==> config.mk <==
export PLATFORM = sky130hd
export DESIGN_NAME = alu_core_pipe
export DESIGN_NICKNAME = d
export VERILOG_FILES = /design/src/rtl/alu_core_pipe.sv
export SDC_FILE = /design/constraint.sdc
export NUM_CORES = 2
export LEC_CHECK = 0
export CAP_MARGIN = 0
export CELL_PAD_IN_SITES_DETAIL_PLACEMENT = 1
export CELL_PAD_IN_SITES_GLOBAL_PLACEMENT = 1
export CORE_MARGIN = 4
export CORE_UTILIZATION = 45
export DETAILED_ROUTE_END_ITERATION = 10
export MAX_ROUTING_LAYER = met4
export PLACE_DENSITY_LB_ADDON = 0.1
export RECOVER_POWER = 50
export SYNTH_ARGS = -nofsm -noshare
export SYNTH_HDL_FRONTEND = slang
export SYNTH_SLANG_ARGS = --single-unit
==> constraint.sdc <==
create_clock -name clk -period 9 [get_ports clk]
set_clock_uncertainty 0.1 [all_clocks]
set_input_delay 1.8 -clock clk [delete_from_list [all_inputs] [get_ports clk]]
set_output_delay 1.8 -clock clk [all_outputs]
set_load 0.01 [all_outputs]
==> src/rtl/alu_core_pipe.sv <==
// Three-stage signed ALU: operand register, multiply, then add/logic into the P register.
// Every opcode has the same latency; MACC feeds back from the P register itself.
module alu_core_pipe #(
    parameter int A_W = 30,
    parameter int B_W = 18,
    parameter int P_W = 48,
    parameter int SAT = 0
) (
    input  logic           clk,
    input  logic           rst,
    input  logic           ce_i,
    input  logic           valid_i,
    input  logic [2:0]     op_i,
    input  logic           acc_clr_i,
    input  logic [A_W-1:0] a_i,
    input  logic [B_W-1:0] b_i,
    input  logic [P_W-1:0] c_i,
    output logic [P_W-1:0] p_o,
    output logic           valid_o,
    output logic           ovf_o
);
    localparam int M_W    = A_W + B_W;
    localparam int STAGES = 3;

    if (A_W + B_W > P_W) begin : g_width_check
        $error("alu_core_pipe: A_W+B_W must not exceed P_W");
    end

    typedef enum logic [2:0] {
        OP_ADD, OP_SUB, OP_MUL, OP_MACC, OP_MADD, OP_AND, OP_OR, OP_XOR
    } op_e;

    logic [STAGES:1] vld_pipe;

    // S1 operand registers
    logic [A_W-1:0] a1;
    logic [B_W-1:0] b1;
    logic [P_W-1:0] c1;
    op_e            op1;
    logic           clr1;

    // S2 product and carried operands
    logic [M_W-1:0] m2;
    logic [P_W-1:0] a2, c2;
    op_e            op2;
    logic           clr2;

    logic [M_W-1:0] a_m, b_m, prod;
    logic [P_W:0]   a_x, c_x, m_x, q_x, res;
    logic [P_W-1:0] p_nxt;
    logic           arith, ovf;

    assign a_m  = {{B_W{a1[A_W-1]}}, a1};
    assign b_m  = {{A_W{b1[B_W-1]}}, b1};
    assign prod = $signed(a_m) * $signed(b_m);

    always_comb begin
        a_x   = {a2[P_W-1], a2};
        c_x   = {c2[P_W-1], c2};
        m_x   = {{(P_W+1-M_W){m2[M_W-1]}}, m2};
        q_x   = {p_o[P_W-1], p_o};
        res   = '0;
        arith = 1'b1;
        case (op2)
            OP_ADD:  res = a_x + c_x;
            OP_SUB:  res = c_x - a_x;
            OP_MUL:  res = m_x;
            OP_MACC: res = (clr2 ? '0 : q_x) + m_x;
            OP_MADD: res = m_x + c_x;
            OP_AND:  begin res = a_x & c_x; arith = 1'b0; end
            OP_OR:   begin res = a_x | c_x; arith = 1'b0; end
            OP_XOR:  begin res = a_x ^ c_x; arith = 1'b0; end
        endcase
        // One guard bit is enough: every arithmetic result fits in P_W+1 bits.
        ovf   = arith & (res[P_W] ^ res[P_W-1]);
        p_nxt = res[P_W-1:0];
        if (SAT != 0 && ovf)
            p_nxt = res[P_W] ? {1'b1, {(P_W-1){1'b0}}} : {1'b0, {(P_W-1){1'b1}}};
    end

    always_ff @(posedge clk or posedge rst) begin
        if (rst) begin
            vld_pipe <= '0;
            a1 <= '0; b1 <= '0; c1 <= '0; op1 <= OP_ADD; clr1 <= 1'b0;
            m2 <= '0; a2 <= '0; c2 <= '0; op2 <= OP_ADD; clr2 <= 1'b0;
            p_o   <= '0;
            ovf_o <= 1'b0;
        end else if (ce_i) begin
            vld_pipe <= {vld_pipe[STAGES-1:1], valid_i};
            a1   <= a_i;
            b1   <= b_i;
            c1   <= c_i;
            op1  <= op_e'(op_i);
            clr1 <= acc_clr_i;
            m2   <= prod;
            a2   <= {{(P_W-A_W){a1[A_W-1]}}, a1};
            c2   <= c1;
            op2  <= op1;
            clr2 <= clr1;
            // P only moves on a valid beat, so bubbles never disturb the accumulator.
            if (vld_pipe[2]) begin
                p_o   <= p_nxt;
                ovf_o <= ovf;
            end
        end
    end

    assign valid_o = vld_pipe[STAGES];

endmodule
==> run_results.csv <==
group,metric,value,unit
route,drt_pass1_iterations,5,
placed_design,port_buffers,153,
yosys,postSynthAreaPerCell,8.76,sq um
yosys,synth.most_common_cell,"inv_1",
yosys,synth_edf_count,0,
clock_tree,cts_resized,0,
route,drt-wirelength-per-cell,23.1,microns
route,via_per_inst,5.61,
timing,setup_tns,0,ns
route,postRouteAntennaNets,0,
route,via_count,31800,
clock_tree,post-cts-setup-buffer-count,0,
worst_setup_path,reg2reg_from,"b1[17]$_DFFE_PP0P_",
grt,grt_overflow,0,
clock_tree,numCtsBuffers,38,
layout,drive_gt1_frac,0.0658,
clock_tree,cts_num_sinks,282,
worst_setup_path,rrSetupSlack,1.29,ns
placed_design,placed_cells,5588,
timing,setup_viol,0,
status,run_status,"finished with violations",
worst_setup_path,timing.rr.end,"m2[47]$_DFFE_PP0P_",
grt,grt_max_degree,137,
run,cap_violations,5,
layout,finalNonFillerCells,5661,
yosys,ys_seq_elements,282,
yosys,synth_top_family_by_area,"adder cells",
yosys,synth_common_cells,"inv_1, nand2_1, fa_1, ha_1, dfrtp_1",
timing,final_hold_viol_count,0,
clock_tree,htreeDepth,2,
grt,grt_pass1_wl,207000,microns
route,drc,0,
layout,syn2layout_area_growth,9.69,%
timing,relSlewSlack,-1.80,
grt,antenna_found_initial,3,
timing,finalMaxSlewViolations,400,
layout,fin_util,0.501,
clock_tree,hold_buffers,0,
worst_setup_path,criticalPathCategory,"flop to flop",
die,ios,154,
yosys,synth-main-ff-cell,"dfrtp_1",
yosys,ys_warn_count,0,
clock_tree,clock-root-buffer,"clkbuf_16",
route,wirelength,131000,microns
placed_design,dp_hpwl,104000,microns
worst_setup_path,cp-end-kind,"flop",
die,chipHeight,303,microns
yosys,synth_compound_area_frac,0.140,
min_path,whs_path_depth,1,
layout,seq_area,0.00706,sq mm
yosys,synth.distinct_cells,79,
die,core,0.0858,sq mm
clock_tree,path_clk_slew,0.06,ns
worst_setup_path,critPathLaunchType,"flop",
clock_tree,cts_tree,"yes",
worst_setup_path,critPathMaxFanout,10,
placed_design,dp_slack,1.22,ns
worst_setup_path,worstPathArrival,8.09,ns
min_path,hp-class,"flop to flop",
timing,period_needed,7.71,ns
yosys,synthCells,4475,
timing,rsz0062_at_grt,"no",
die,start_util,0.457,
yosys,synth_top_area_cell,"fa_1",
yosys,synth_top_area_share,0.267,
layout,nFillCells,10000,
yosys,yosys.area_share.xor_xnor,0.0266,
layout,multiInputGateArea,0.0286,sq mm
worst_setup_path,worst-r2r-cell-count,22,
grt,grt_usage,0.301,
route,drt-initial-drc-count,1971,
placed_design,gp_congestion,0.897,
timing,tightest_slew,4.20,ns
grt,grt_pass1_vias,34100,
yosys,synthAdderAreaFrac,0.366,
yosys,netlist_area,0.0392,sq mm
yosys,yosys.area_share.simple,0.153,
yosys,yosysSeqAreaShare,0.180,
yosys,netlist_top_cells_area,"fa_1, dfrtp_1, ha_1, inv_1, nand2_1",
yosys,synthMuxAreaShare,0.0445,
layout,nNetsFinal,5421,
min_path,hold_end,"vld_pipe[3]$_DFFE_PP0P_",
status,failed_checks,"max-capacitance violations, max-slew violations",
die,dieArea,0.0919,sq mm
clock_tree,clk_latency,0.62,ns
die,die_x,303,microns
die,num_rows,107,
timing,setup_slack,1.29,ns
worst_setup_path,required,9.38,ns
timing,timing.fmax,130,MHz
timing,finalCritPeriodShare,0.857,
yosys,async_flop_share,1.00,
yosys,syn_nets,5412,
clock_tree,clockBufferDepth,3,
min_path,min-delay-start,"vld_pipe[3]$_DFFE_PP0P_",
[area by class of cell]
cell class,count,area share
Antenna cell,3,0.000175
Clock buffer,55,0.0255
Clock inverter,15,0.00393
Inverter,688,0.0601
Multi-Input combinational cell,3253,0.666
Sequential cell,282,0.164
Tap cell,1144,0.0333
Timing Repair Buffer,221,0.0472
[per-stage QoR]
step / hold WS [ns] / instance area, sq um
floorplan: 0.346 / 39200
global placement: 0.366 / 41800
detailed placement: 0.375 / 41800
CTS: 0.387 / 43000
global route: 0.408 / 43000
finish: 0.384 / 43000
[critical path: stages (launching register included)]
cell	delay, ns
dfrtp_1	0.63
clkinv_1	0.57
buf_4	0.38
nor2_1	0.23
fa_1	0.49
fa_1	0.40
fa_1	0.46
fa_1	0.54
fa_1	0.50
inv_1	0.05
fa_1	0.47
inv_1	0.04
ha_1	0.33
a21o_1	0.18
a21o_1	0.17
a21o_1	0.20
nor3b_1	0.33
a21oi_1	0.21
a41o_1	0.31
and3_1	0.21
nor3_1	0.25
nor3_1	0.08
or3b_2	0.43
[worst max path at each step]
stage / startpoint / end / slack, ns / cells after the start
after floorplan: a1[29]$_DFFE_PP0P_ / m2[47]$_DFFE_PP0P_ / 2.52 / 24
after detailed placement: b1[17]$_DFFE_PP0P_ / m2[47]$_DFFE_PP0P_ / 1.22 / 22
final: b1[17]$_DFFE_PP0P_ / m2[47]$_DFFE_PP0P_ / 1.29 / 22
after CTS: b1[17]$_DFFE_PP0P_ / m2[47]$_DFFE_PP0P_ / 1.20 / 22
after global placement: b1[17]$_DFFE_PP0P_ / m2[46]$_DFFE_PP0P_ / 1.32 / 22
after global routing: b1[17]$_DFFE_PP0P_ / m2[44]$_DFFE_PP0P_ / 0.83 / 22
[cells in the final DEF, fill, tap and decap left out, types with 17 or more instances in the layout]
master	netlist	routed
a211oi_1	41	41
a21o_1	80	80
a21oi_1	208	208
a221o_1	19	19
a22oi_1	17	17
a31oi_1	27	27
and2_1	216	216
and3_1	25	25
buf_4	1	62
clkbuf_16	0	39
clkdlybuf4s50_1	0	151
dfrtp_1	282	279
fa_1	523	523
ha_1	310	310
inv_1	686	684
mux2_2	141	140
nand2_1	596	595
nand2b_1	22	22
nand3_1	38	38
nand4_1	21	21
nor2_1	180	180
nor2b_1	58	58
nor3_1	51	51
o211ai_1	27	27
o21a_1	31	31
o21ai_0	278	278
o21bai_1	22	22
xnor2_1	75	75
xor2_1	44	44
[layer usage]
| layer | GRT usage | wire (microns) |
|---|---|---|
| met1 | 0.431 | 62300 |
| met2 | 0.460 | 58300 |
| met3 | 0.0425 | 7290 |
| met4 | 0.0603 | 2650 |
| met5 | - | 0 |
[logic make-up (layout without fill, tap and decap cells)]
group / Yosys count / after routing
xor gates and xnor gates: 119 / 119
other: 0 / 3
and+or+nand+nor: 1272 / 1272
adders and majority gates: 833 / 833
muxes: 154 / 154
DFF: 282 / 282
buffers and inverters: 940 / 979
AOI/OAI and AO/OA: 875 / 875
[flip-flops by register name, summed over array words and instances (netlist names)]
register  count
c1           48
op2           3
p_o          48
clr2          1
m2           48
clr1          1
ovf_o         1
op1           3
c2           48
a1           30
a2           30
vld_pipe      3
b1           18
Power is not shown: default switching activity piles up to over one toggle a cycle in this logic, so the estimate is an artifact.
